===== src/rtl/rv_mem_bus_arbiter.sv =====
// Shares one external memory bus between the instruction-fetch and data ports.
// Round-robin grant, slave wait states, bus timeout, and one-cycle ack/err pulses back to the requester.
module rv_mem_bus_arbiter #(
  parameter int TIMEOUT_CYCLES = 255
) (
  input  logic        i_clk,
  input  logic        i_reset_n,
  input  logic        i_ibus_req,
  input  logic [29:0] i_ibus_addr,
  output logic [31:0] o_ibus_rdata,
  output logic        o_ibus_ack,
  output logic        o_ibus_err,
  input  logic        i_dbus_req,
  input  logic        i_dbus_we,
  input  logic [3:0]  i_dbus_sel,
  input  logic [31:0] i_dbus_addr,
  input  logic [31:0] i_dbus_wdata,
  output logic [31:0] o_dbus_rdata,
  output logic        o_dbus_ack,
  output logic        o_dbus_err,
  output logic        o_bus_cyc,
  output logic        o_bus_we,
  output logic [3:0]  o_bus_sel,
  output logic [31:0] o_bus_addr,
  output logic [31:0] o_bus_wdata,
  input  logic [31:0] i_bus_rdata,
  input  logic        i_bus_ack,
  input  logic        i_bus_err
);

  typedef enum logic [1:0] {S_IDLE, S_IBUS, S_DBUS, S_RESP} state_e;

  localparam logic [15:0] TIMEOUT_LIMIT = 16'(TIMEOUT_CYCLES);

  state_e      state_q, state_d;
  logic        last_dbus_q, last_dbus_d;   // 0 = instruction port was granted last
  logic [15:0] cnt_q, cnt_d, cnt_next;
  logic        cyc_q, cyc_d;
  logic        we_q, we_d;
  logic [3:0]  sel_q, sel_d;
  logic [31:0] addr_q, addr_d;
  logic [31:0] wdata_q, wdata_d;
  logic [31:0] ibus_rdata_q, ibus_rdata_d;
  logic        ibus_ack_q, ibus_ack_d;
  logic        ibus_err_q, ibus_err_d;
  logic [31:0] dbus_rdata_q, dbus_rdata_d;
  logic        dbus_ack_q, dbus_ack_d;
  logic        dbus_err_q, dbus_err_d;
  logic        bus_ok;

  assign cnt_next = cnt_q + 16'd1;
  // An error response beats an ack; an ack beats a timeout in the same cycle.
  assign bus_ok   = i_bus_ack && !i_bus_err;

  always_comb begin
    state_d      = state_q;
    last_dbus_d  = last_dbus_q;
    cnt_d        = cnt_q;
    cyc_d        = cyc_q;
    we_d         = we_q;
    sel_d        = sel_q;
    addr_d       = addr_q;
    wdata_d      = wdata_q;
    ibus_rdata_d = ibus_rdata_q;
    dbus_rdata_d = dbus_rdata_q;
    ibus_ack_d   = 1'b0;
    ibus_err_d   = 1'b0;
    dbus_ack_d   = 1'b0;
    dbus_err_d   = 1'b0;

    case (state_q)
      S_IDLE: begin
        if (i_dbus_req && (!i_ibus_req || !last_dbus_q)) begin
          state_d     = S_DBUS;
          last_dbus_d = 1'b1;
          cnt_d       = 16'd0;
          cyc_d       = 1'b1;
          we_d        = i_dbus_we;
          sel_d       = i_dbus_sel;
          addr_d      = i_dbus_addr;
          wdata_d     = i_dbus_wdata;
        end else if (i_ibus_req) begin
          state_d     = S_IBUS;
          last_dbus_d = 1'b0;
          cnt_d       = 16'd0;
          cyc_d       = 1'b1;
          we_d        = 1'b0;
          sel_d       = 4'hF;
          addr_d      = {i_ibus_addr, 2'b00};
          wdata_d     = 32'd0;
        end
      end
      S_IBUS, S_DBUS: begin
        if (i_bus_err || i_bus_ack || (cnt_next == TIMEOUT_LIMIT)) begin
          state_d = S_RESP;
          cyc_d   = 1'b0;
          cnt_d   = 16'd0;
          if (state_q == S_IBUS) begin
            ibus_ack_d = bus_ok;
            ibus_err_d = !bus_ok;
            if (bus_ok) ibus_rdata_d = i_bus_rdata;
          end else begin
            dbus_ack_d = bus_ok;
            dbus_err_d = !bus_ok;
            if (bus_ok) dbus_rdata_d = i_bus_rdata;
          end
        end else begin
          cnt_d = cnt_next;
        end
      end
      // One dead cycle lets a requester drop req before the next arbitration.
      S_RESP:  state_d = S_IDLE;
      default: state_d = S_IDLE;
    endcase
  end

  always_ff @(posedge i_clk or negedge i_reset_n) begin
    if (!i_reset_n) begin
      state_q      <= S_IDLE;
      last_dbus_q  <= 1'b0;
      cnt_q        <= 16'd0;
      cyc_q        <= 1'b0;
      we_q         <= 1'b0;
      sel_q        <= 4'd0;
      addr_q       <= 32'd0;
      wdata_q      <= 32'd0;
      ibus_rdata_q <= 32'd0;
      ibus_ack_q   <= 1'b0;
      ibus_err_q   <= 1'b0;
      dbus_rdata_q <= 32'd0;
      dbus_ack_q   <= 1'b0;
      dbus_err_q   <= 1'b0;
    end else begin
      state_q      <= state_d;
      last_dbus_q  <= last_dbus_d;
      cnt_q        <= cnt_d;
      cyc_q        <= cyc_d;
      we_q         <= we_d;
      sel_q        <= sel_d;
      addr_q       <= addr_d;
      wdata_q      <= wdata_d;
      ibus_rdata_q <= ibus_rdata_d;
      ibus_ack_q   <= ibus_ack_d;
      ibus_err_q   <= ibus_err_d;
      dbus_rdata_q <= dbus_rdata_d;
      dbus_ack_q   <= dbus_ack_d;
      dbus_err_q   <= dbus_err_d;
    end
  end

  assign o_ibus_rdata = ibus_rdata_q;
  assign o_ibus_ack   = ibus_ack_q;
  assign o_ibus_err   = ibus_err_q;
  assign o_dbus_rdata = dbus_rdata_q;
  assign o_dbus_ack   = dbus_ack_q;
  assign o_dbus_err   = dbus_err_q;
  assign o_bus_cyc    = cyc_q;
  assign o_bus_we     = we_q;
  assign o_bus_sel    = sel_q;
  assign o_bus_addr   = addr_q;
  assign o_bus_wdata  = wdata_q;

endmodule


===== config.mk =====
export PLATFORM = sky130hd
export DESIGN_NAME = rv_mem_bus_arbiter
export DESIGN_NICKNAME = d
export VERILOG_FILES = /design/src/rtl/rv_mem_bus_arbiter.sv
export SDC_FILE = /design/constraint.sdc
export NUM_CORES = 1
export LEC_CHECK = 0
export BUFFER_PORTS_ARGS = -buffer_cell sky130_fd_sc_hd__buf_4
export CAP_MARGIN = 30
export CORE_ASPECT_RATIO = 1.4
export CORE_MARGIN = 2
export CORE_UTILIZATION = 43
export CTS_CLUSTER_DIAMETER = 120
export DETAILED_ROUTE_END_ITERATION = 7
export GPL_ROUTABILITY_DRIVEN = 0
export PLACE_DENSITY = 0.76
export SETUP_SLACK_MARGIN = 0.15
export SLEW_MARGIN = 20
export SYNTH_ARGS = -nofsm -noshare
export SYNTH_HDL_FRONTEND = slang
export SYNTH_SLANG_ARGS = --single-unit

===== constraint.sdc =====
create_clock -name i_clk -period 2.45 [get_ports i_clk]
set_clock_uncertainty 0.1 [all_clocks]
set_input_delay 0.735 -clock i_clk [delete_from_list [all_inputs] [get_ports i_clk]]
set_output_delay 0.735 -clock i_clk [all_outputs]
set_load 0.05 [all_outputs]

== Word-level counts from Yosys, hierarchy flattened ==
Cells that the tools add are included.

* ROM bits: 0
* Memories kept: 0
* RAM bits: 0
* Bits in latches: 0
* Word-level logic and storage cells: 74
* Flip-flop bits (word level): 157

* Eq/ne operators: 6
* Bitwise operators: 1
* Muxes and demuxes: 33
* $add $sub $neg: 1
* Reductions and logical operators: 19
* $lt $le $gt $ge: 0
* Divide/modulo/power cells: 0
* Shifts and indexed selects: 0
* Multiply operators: 0

{| class="wikitable"
|+ Operators by type and width
! cell !! number
|-
| 32-bit two-way mux || 4
|-
| 16-bit two-way mux || 3
|-
| 16-bit case mux with 2 select lines || 1
|-
| 1-bit two-way mux || 18
|-
| 16-bit by 1-bit adder with 16-bit output, second input constant || 1
|-
| 16-bit by 8-bit equality test with 1-bit output, second input constant || 1
|-
| 4-bit two-way mux || 2
|-
| 4-bit AND reduction || 2
|-
| 2-bit two-way mux || 3
|-
| 2-bit case mux with 3 select lines || 1
|-
| 2-bit AND reduction || 3
|-
| 2-bit equality test, second input constant || 2
|-
| 1-bit zero test || 4
|-
| 2-bit nonzero test || 2
|-
| 1-bit logical OR || 3
|-
| 3-bit != test, second input constant || 1
|-
| 3-bit AND reduction || 1
|-
| 2-bit by 1-bit equality test with 1-bit output, second input constant || 1
|-
| 1-bit logical AND || 2
|-
| 2-bit zero test || 1
|-
| 2-bit != test, second input constant || 1
|-
| 1-bit case mux with 2 select lines || 1
|-
| 2-bit OR reduction || 1
|-
| 1-bit NOT || 1
|}

== Logic depth before layout (Yosys ltp) ==
Gate-level depths: netlist of the first run.

* Depth after elaboration: 6
* Mapped depth: 9
* Gate-level depth less buffers: 8

== Worst setup path before layout of the first run ==
No wires, ideal clock.

* Path type: reg2reg
* From: reg state_q[0]
* To: reg dbus_rdata_q[10], in the netlist o_dbus_rdata[10]
* Setup time: 0.125 ns
* Arrival time: 2.089 ns
* Stages on the path, launching flop included: 7
* Setup slack: 0.136 ns
* Path through: dfrtp_1 > inv_1 > ha_1 > inv_1 > nor3_1 > clkbuf_1 > mux2_2

* Cells in the longest elaborated chain, start to end: 3
* Elaborated cells on any way between the ends: 5
* Those cells by class: eq/ne (2); bitwise (1); reduce/logical (2)

{| class="wikitable"
|+ Ends and longest elaborated chain
! what !! RTL line !! source
|-
| start: declaration || 35 || <nowiki>state_e state_q, state_d;</nowiki>
|-
| start signal: assignment || 134 || <nowiki>state_q <= state_d;</nowiki>
|-
| 2-bit by 1-bit equality test with 1-bit output or 2-bit equality test (tied branches) || 71, 98 ||
|-
| 2-bit OR reduction or 1-bit NOT (tied branches) || -- ||
|-
| 4-bit AND reduction (no source line) * || -- ||
|-
| end signal: assignment || 145 || <nowiki>dbus_rdata_q <= dbus_rdata_d;</nowiki>
|-
| end: declaration || 46 || <nowiki>logic [31:0] dbus_rdata_q, dbus_rdata_d;</nowiki>
|}

Mark *: on every way between the ends. The rest lies on a longest branch, timed or not.
A chain may end at the register's enable or synchronous reset.

== Final worst setup path of the first run ==
* From: reg cnt_q[12]
* To: reg cnt_q[5]

* Cells in the longest elaborated chain, start to end: 5

{| class="wikitable"
|+ Ends and longest elaborated chain
! what !! RTL line !! source
|-
| start: declaration || 37 || <nowiki>logic [15:0] cnt_q, cnt_d, cnt_next;</nowiki>
|-
| start signal: assignment || 136 || <nowiki>cnt_q <= cnt_d;</nowiki>
|-
| 16-bit by 1-bit adder with 16-bit output || 51 || <nowiki>assign cnt_next = cnt_q + 16'd1;</nowiki>
|-
| 16-bit by 8-bit equality test with 1-bit output || 94 || <nowiki>if (i_bus_err || i_bus_ack || (cnt_next == TIMEOUT_LIMIT)) begin</nowiki>
|-
| 1-bit logical OR || 94 ||
|-
| 16-bit two-way mux || 94 ||
|-
| 16-bit case mux with 2 select lines || 71 || <nowiki>case (state_q)</nowiki>
|}

Every way passes these cells.

==> impl_metrics.toml, run 1 <==
[global_routing]
grt_use_total_pct = 22.4
grt_pass1_vias = 5816
grt_pass1_wl_um = 28200
antenna_found_initial = 0
grt_max_degree = 97
grt_overflow = 0

[clock_tree]
clock_sinks = 157
worstSkewPairLatency_ps = 430
path_clk_slew_ps = 60
cts_max_path_buffers = 2
cts_buffers = 17
htree_levels = 4
clk_root_buffer_cell = "clkbuf_16"
cts_tree = "done"

[layout]
synthToLayoutAreaGrowth_pct = 48.1
final_nets = 970
antenna_cells = 0
fin_area_sq_mm = 0.00981
drive_gt1_share_pct = 50.4

[synth]
ys.flop_type = "dfrtp_1"
synth_area_leaders = "dfrtp_1 59%, mux2_2 11%, mux2i_1 5.1%"
synthXorXnorAreaFrac_pct = 0.132
yosys.cell_types.count = 51
synth-adder-area-share_pct = 1.13
synthArstFlopShare_pct = 100
syn_area_per_cell_sq_um = 12.5
yosysWarnings = 0
synth_compound_area_share_pct = 11.7
synth.cell_area_sq_mm = 0.00662
synth_mux_area_share_pct = 16.0
synth_cells = 529
synth_top_area_cell = "dfrtp_1"
synth_seq_cells = 157
synth_commonest_cells = "157 x dfrtp_1, 64 x mux2_2, 55 x nand2_1"
synth_top_family_by_area = "multiplexers"
synthSimpleGateAreaFrac_pct = 8.83
yosysTopAreaCellShare_pct = 59.3
synth.yosys.seq_area_share_pct = 59.3
synth_most_common_cell = "dfrtp_1"
synthesis.nets = 672
synth_edf_count = 0

[routing]
via_count = 5416
via_per_inst = 5.25
antenna_left = 0
drc_errors = 0
finalWirelength_um = 18300
first_pass_iters = 5
drt_iter0_drc = 202
wl_per_cell_um = 17.8

[sta]
setup_viol = 0
rsz0062_at_grt = "yes"
final-max-slew-violation-count = 0
setup_tns_ps = 0
tightest_slew_ps = 394
fin_crit_sh_pct = 91.2
fin_ws_ps = 215
max_clock_freq_mhz = 448
timing.slew.headroom_pct = 73.5
hold_violations = 0
period_needed_ps = 2230

[worst_setup_path]
criticalPathCategory = "flop to flop"
critPathLaunchType = "flop"
crit_fanout = 8
slowest_delay_ps = 490
required_ps = 2660
crit_path_start = "cnt_q[12]"
crit_slowest_cell = "or3b_2"
end_kind = "flop"
r2r_start = "cnt_q[12]"
arrival_ps = 2450
crit_chain = "or3b_2, a2111oi_4, nand2b_1, nand4_2, buf_4, a31o_1, a21o_1"

[run_status]
status = "completed"

[die]
pin_count = 275
coreArea_sq_mm = 0.0151
dieArea_sq_mm = 0.0164
rows = 53
die_x_um = 109
die_y_um = 151
start_util_pct = 44.0

[power_and_ir_drop]
power_switching_share_pct = 47.4
max-vdd-ir-drop_mv = 1.07
p_per_area_mw_per_mm2 = 1540
seqPwrFrac_pct = 28.3
p_comb_share_pct = 54.2
intPower_mw = 7.95
p_switching_mw = 7.17
leakagePower_nw = 4.77
clkPwrFrac_pct = 17.6

[placed_design]
io_buffers = 274
place_area_sq_mm = 0.00914
place_ws_ps = 210
hpwl_um = 13700

[run]
drv_cap = 0

[worst_hold_path]
hp-class = "input port to asynchronous set/reset pin"
## critical path: cells and delay by family (launching register included)
family                 cells  cell delay, ps
DFF                        1             380
and+or+nand+nor            3             730
buffers and inverters      1             190
AOI/OAI and AO/OA          3             730
## final timing paths
kind                       slack, ps                to  cells after the start
min reg2reg                      380     o_bus_addr[8]                      2
min                              110    o_bus_addr[26]                      1
max in group asynchronous       1540  o_ibus_rdata[13]                      2
min in group i_clk               380     o_bus_addr[8]                      2
max                              220          cnt_q[5]                      7
max reg2reg                      220          cnt_q[5]                      7
## power by group through the flow
stage	registers, mW	logic (mW)	clock network (mW)
floorplan	7.82	1.84	0
global placement	4.25	8.06	0
detailed placement	4.30	8.23	0
CTS	4.28	8.23	2.71
global route	4.40	8.54	2.83
finish	4.27	8.19	2.66
## cells by family after synthesis
| family | Yosys count |
|---|---|
| flip-flops | 157 |
| AND/OR/NAND/NOR | 113 |
| AO/OA/AOI/OAI | 110 |
| multiplexers | 98 |
| buffers and inverters | 44 |
| adder cells (fa/ha/maj) | 6 |
| XOR/XNOR | 1 |
## final cells by class
type                    count  area [sq um]
well taps                 192           240
flip-flops and latches    157          3930
clock buffers              21           470
clock inverters            11           131
repair buffers            311          2410
fillers                  1146          5250
inverters                  12          45.0
multi-input cells         328          2580
## timing repair
item | in CTS | in global routing
buffers inserted | 0 | 4
endpoints found under the setup margin | 0 | 13
hold buffers | 0 | 0
resized for setup | 0 | 10
## flip-flops by register name (all words and copies together), names as in the netlist, 2 cells and up
signal	flops
o_bus_wdata	32
o_ibus_rdata	32
o_bus_addr	32
o_dbus_rdata	32
o_bus_sel	4
state_q	2
cnt_q	16
## metal layers
metal / share of wire [%] / global-route usage, % / vias to the layer above
li1: - / - / 2507
met1: 36 / 24.2 / 2652
met2: 55 / 40.5 / 218
met3: 5.9 / 5.90 / 39
met4: 3.1 / 10.1 / 0
met5: 0 / 0 / -
## layout by cell type, fill, tap and decap left out, drive strengths merged, types with 7 or more instances in the layout
cell type	instances
mux2i	34
nor2	7
dfrtp	157
mux2	64
o21ai	38
buf	310
clkbuf	22
nand3	14
inv	15
a22o	35
nand2	56
## through the flow
stage	std cells	power, mW	hold slack [ps]	utilization [%]
floorplan	529	9.66	339	-
global placement	996	12.3	367	60.7
detailed placement	996	12.5	372	60.7
CTS	1028	15.2	105	64.7
global route	1032	15.8	120	65.1
finish	1032	15.1	111	65.1
Note: power is estimated with default switching activity, not from simulation.
==> run 2: changes to the inputs <==
- RECOVER_POWER: default -> 25
==> impl_metrics.toml, run 2 (same netlist as run 1, synthesis figures left out) <==
[die]
pin_count = 275
start_util_pct = 44.0
rows = 53
coreArea_sq_mm = 0.0151
die_x_um = 109
dieArea_sq_mm = 0.0164
die_y_um = 151

[power_and_ir_drop]
leakagePower_nw = 4.76
max-vdd-ir-drop_mv = 1.07
p_per_area_mw_per_mm2 = 1550
total_power_mw = 15.1

[layout]
layout_commonest_cell = "buf_4"
final_nets = 970
layout_common_cells = "303 x buf_4, 153 x dfrtp_1, 64 x mux2_2"
num-fill-cells = 1151
utilization_pct = 64.9
synthToLayoutAreaGrowth_pct = 47.6
drive_gt1_share_pct = 50.4
antenna_cells = 0

[worst_setup_path]
required_ps = 2660
crit_fanout = 8
reg2reg_depth = 7
end_kind = "flop"
arrival_ps = 2440
r2r_start = "cnt_q[12]"
criticalPathCategory = "flop to flop"
r2r_end = "cnt_q[5]"
reg2reg_slack_ps = 220
critPathLaunchType = "flop"

[sta]
timing.slew.headroom_pct = 40.5
setup_tns_ps = 0
fin_crit_sh_pct = 91.2
rsz0062_at_grt = "yes"
tightest_slew_ps = 892
period_needed_ps = 2230
setup_viol = 0
hold_violations = 0
max_clock_freq_mhz = 448
final-max-slew-violation-count = 0

[clock_tree]
cts_hold_buf = 0
htree_levels = 4
worstSkewPairLatency_ps = 420
clk_root_buffer_cell = "clkbuf_16"
cts_buffers = 17
clock_sinks = 157
path_clk_slew_ps = 60
cts_max_path_buffers = 2
cts_tree = "done"

[routing]
drt_iter0_drc = 204
finalWirelength_um = 18300
via_count = 5412
drc_errors = 0
first_pass_iters = 5
via_per_inst = 5.24
wl_per_cell_um = 17.7
antenna_left = 0

[placed_design]
hpwl_um = 13700
io_buffers = 274

[global_routing]
grt_pass1_vias = 5816
grt_pass1_wl_um = 28200
antenna_found_initial = 0
grt_max_degree = 97
grt_use_total_pct = 22.4
grt_overflow = 0

[run]
drv_cap = 0

[run_status]
status = "completed"

[worst_hold_path]
hp-class = "input port to asynchronous set/reset pin"
-- run 2: cell types whose count changed in the layout (fill, tap and decap cells not counted), sizes merged --
cell and delta:
buf -3, clkbuf +3
-- run 2: metrics by stage --
step / setup slack, ps / hold slack [ps] / std cells / area [sq um]
6_report: 217 / 329 / 1032 / 9770
5_1_grt: 130 / 393 / 1032 / 9770
4_1_cts: 178 / 105 / 1028 / 9740
3_5_place_dp: 210 / 372 / 996 / 9140
3_3_place_gp: 209 / 367 / 996 / 9140
2_1_floorplan: 276 / 339 / 529 / 6630
-- run 2: area by class of cell --
cell class | count | area (sq um) | share of cell area, %
Clock buffer | 21 | 470 | 4.81
Timing Repair Buffer | 311 | 2380 | 24.3
Clock inverter | 11 | 131 | 1.34
Sequential cell | 157 | 3930 | 40.3
Inverter | 12 | 45.0 | 0.461
Tap cell | 192 | 240 | 2.46
Multi-Input combinational cell | 328 | 2580 | 26.4
-- run 2: critical path, cell delays in order, from the launching register on --
cell and delay [ps]:
dfrtp_1 380, or3b_2 490, a2111oi_4 350, nand2b_1 160
nand4_2 80, buf_4 180, a31o_1 210, a21o_1 170
-- run 2: layer usage --
layer | vias to the layer above | track usage, % | wire (um)
met5 | - | 0 | 0
met4 | 0 | 10.1 | 581
met3 | 42 | 5.90 | 1100
met2 | 215 | 40.5 | 10000
met1 | 2649 | 24.2 | 6560
li1 | 2506 | - | -
-- run 2: how the worst max path moves through the flow --
| stage | from | endpoint | cells after the start |
|---|---|---|---|
| detailed placement | cnt_q[12] | cnt_q[5] | 7 |
| finish | cnt_q[12] | cnt_q[5] | 7 |
| global route | cnt_q[12] | cnt_q[5] | 7 |
| floorplan | state_q[0] | o_dbus_rdata[10] | 6 |
| CTS | cnt_q[12] | cnt_q[5] | 7 |
| global placement | cnt_q[12] | cnt_q[5] | 7 |
-- run 2: where the power goes --
part	switching [mW]	internal (mW)
clock	1.06	1.59
sequential	0.603	3.67
combinational	5.50	2.67
-- run 2: timing repair --
action | in CTS | in global routing
buffers inserted | 0 | 4
endpoints found under the hold margin | 0 | 0
gates resized for setup | 0 | 10
endpoints found under the setup margin | 0 | 13
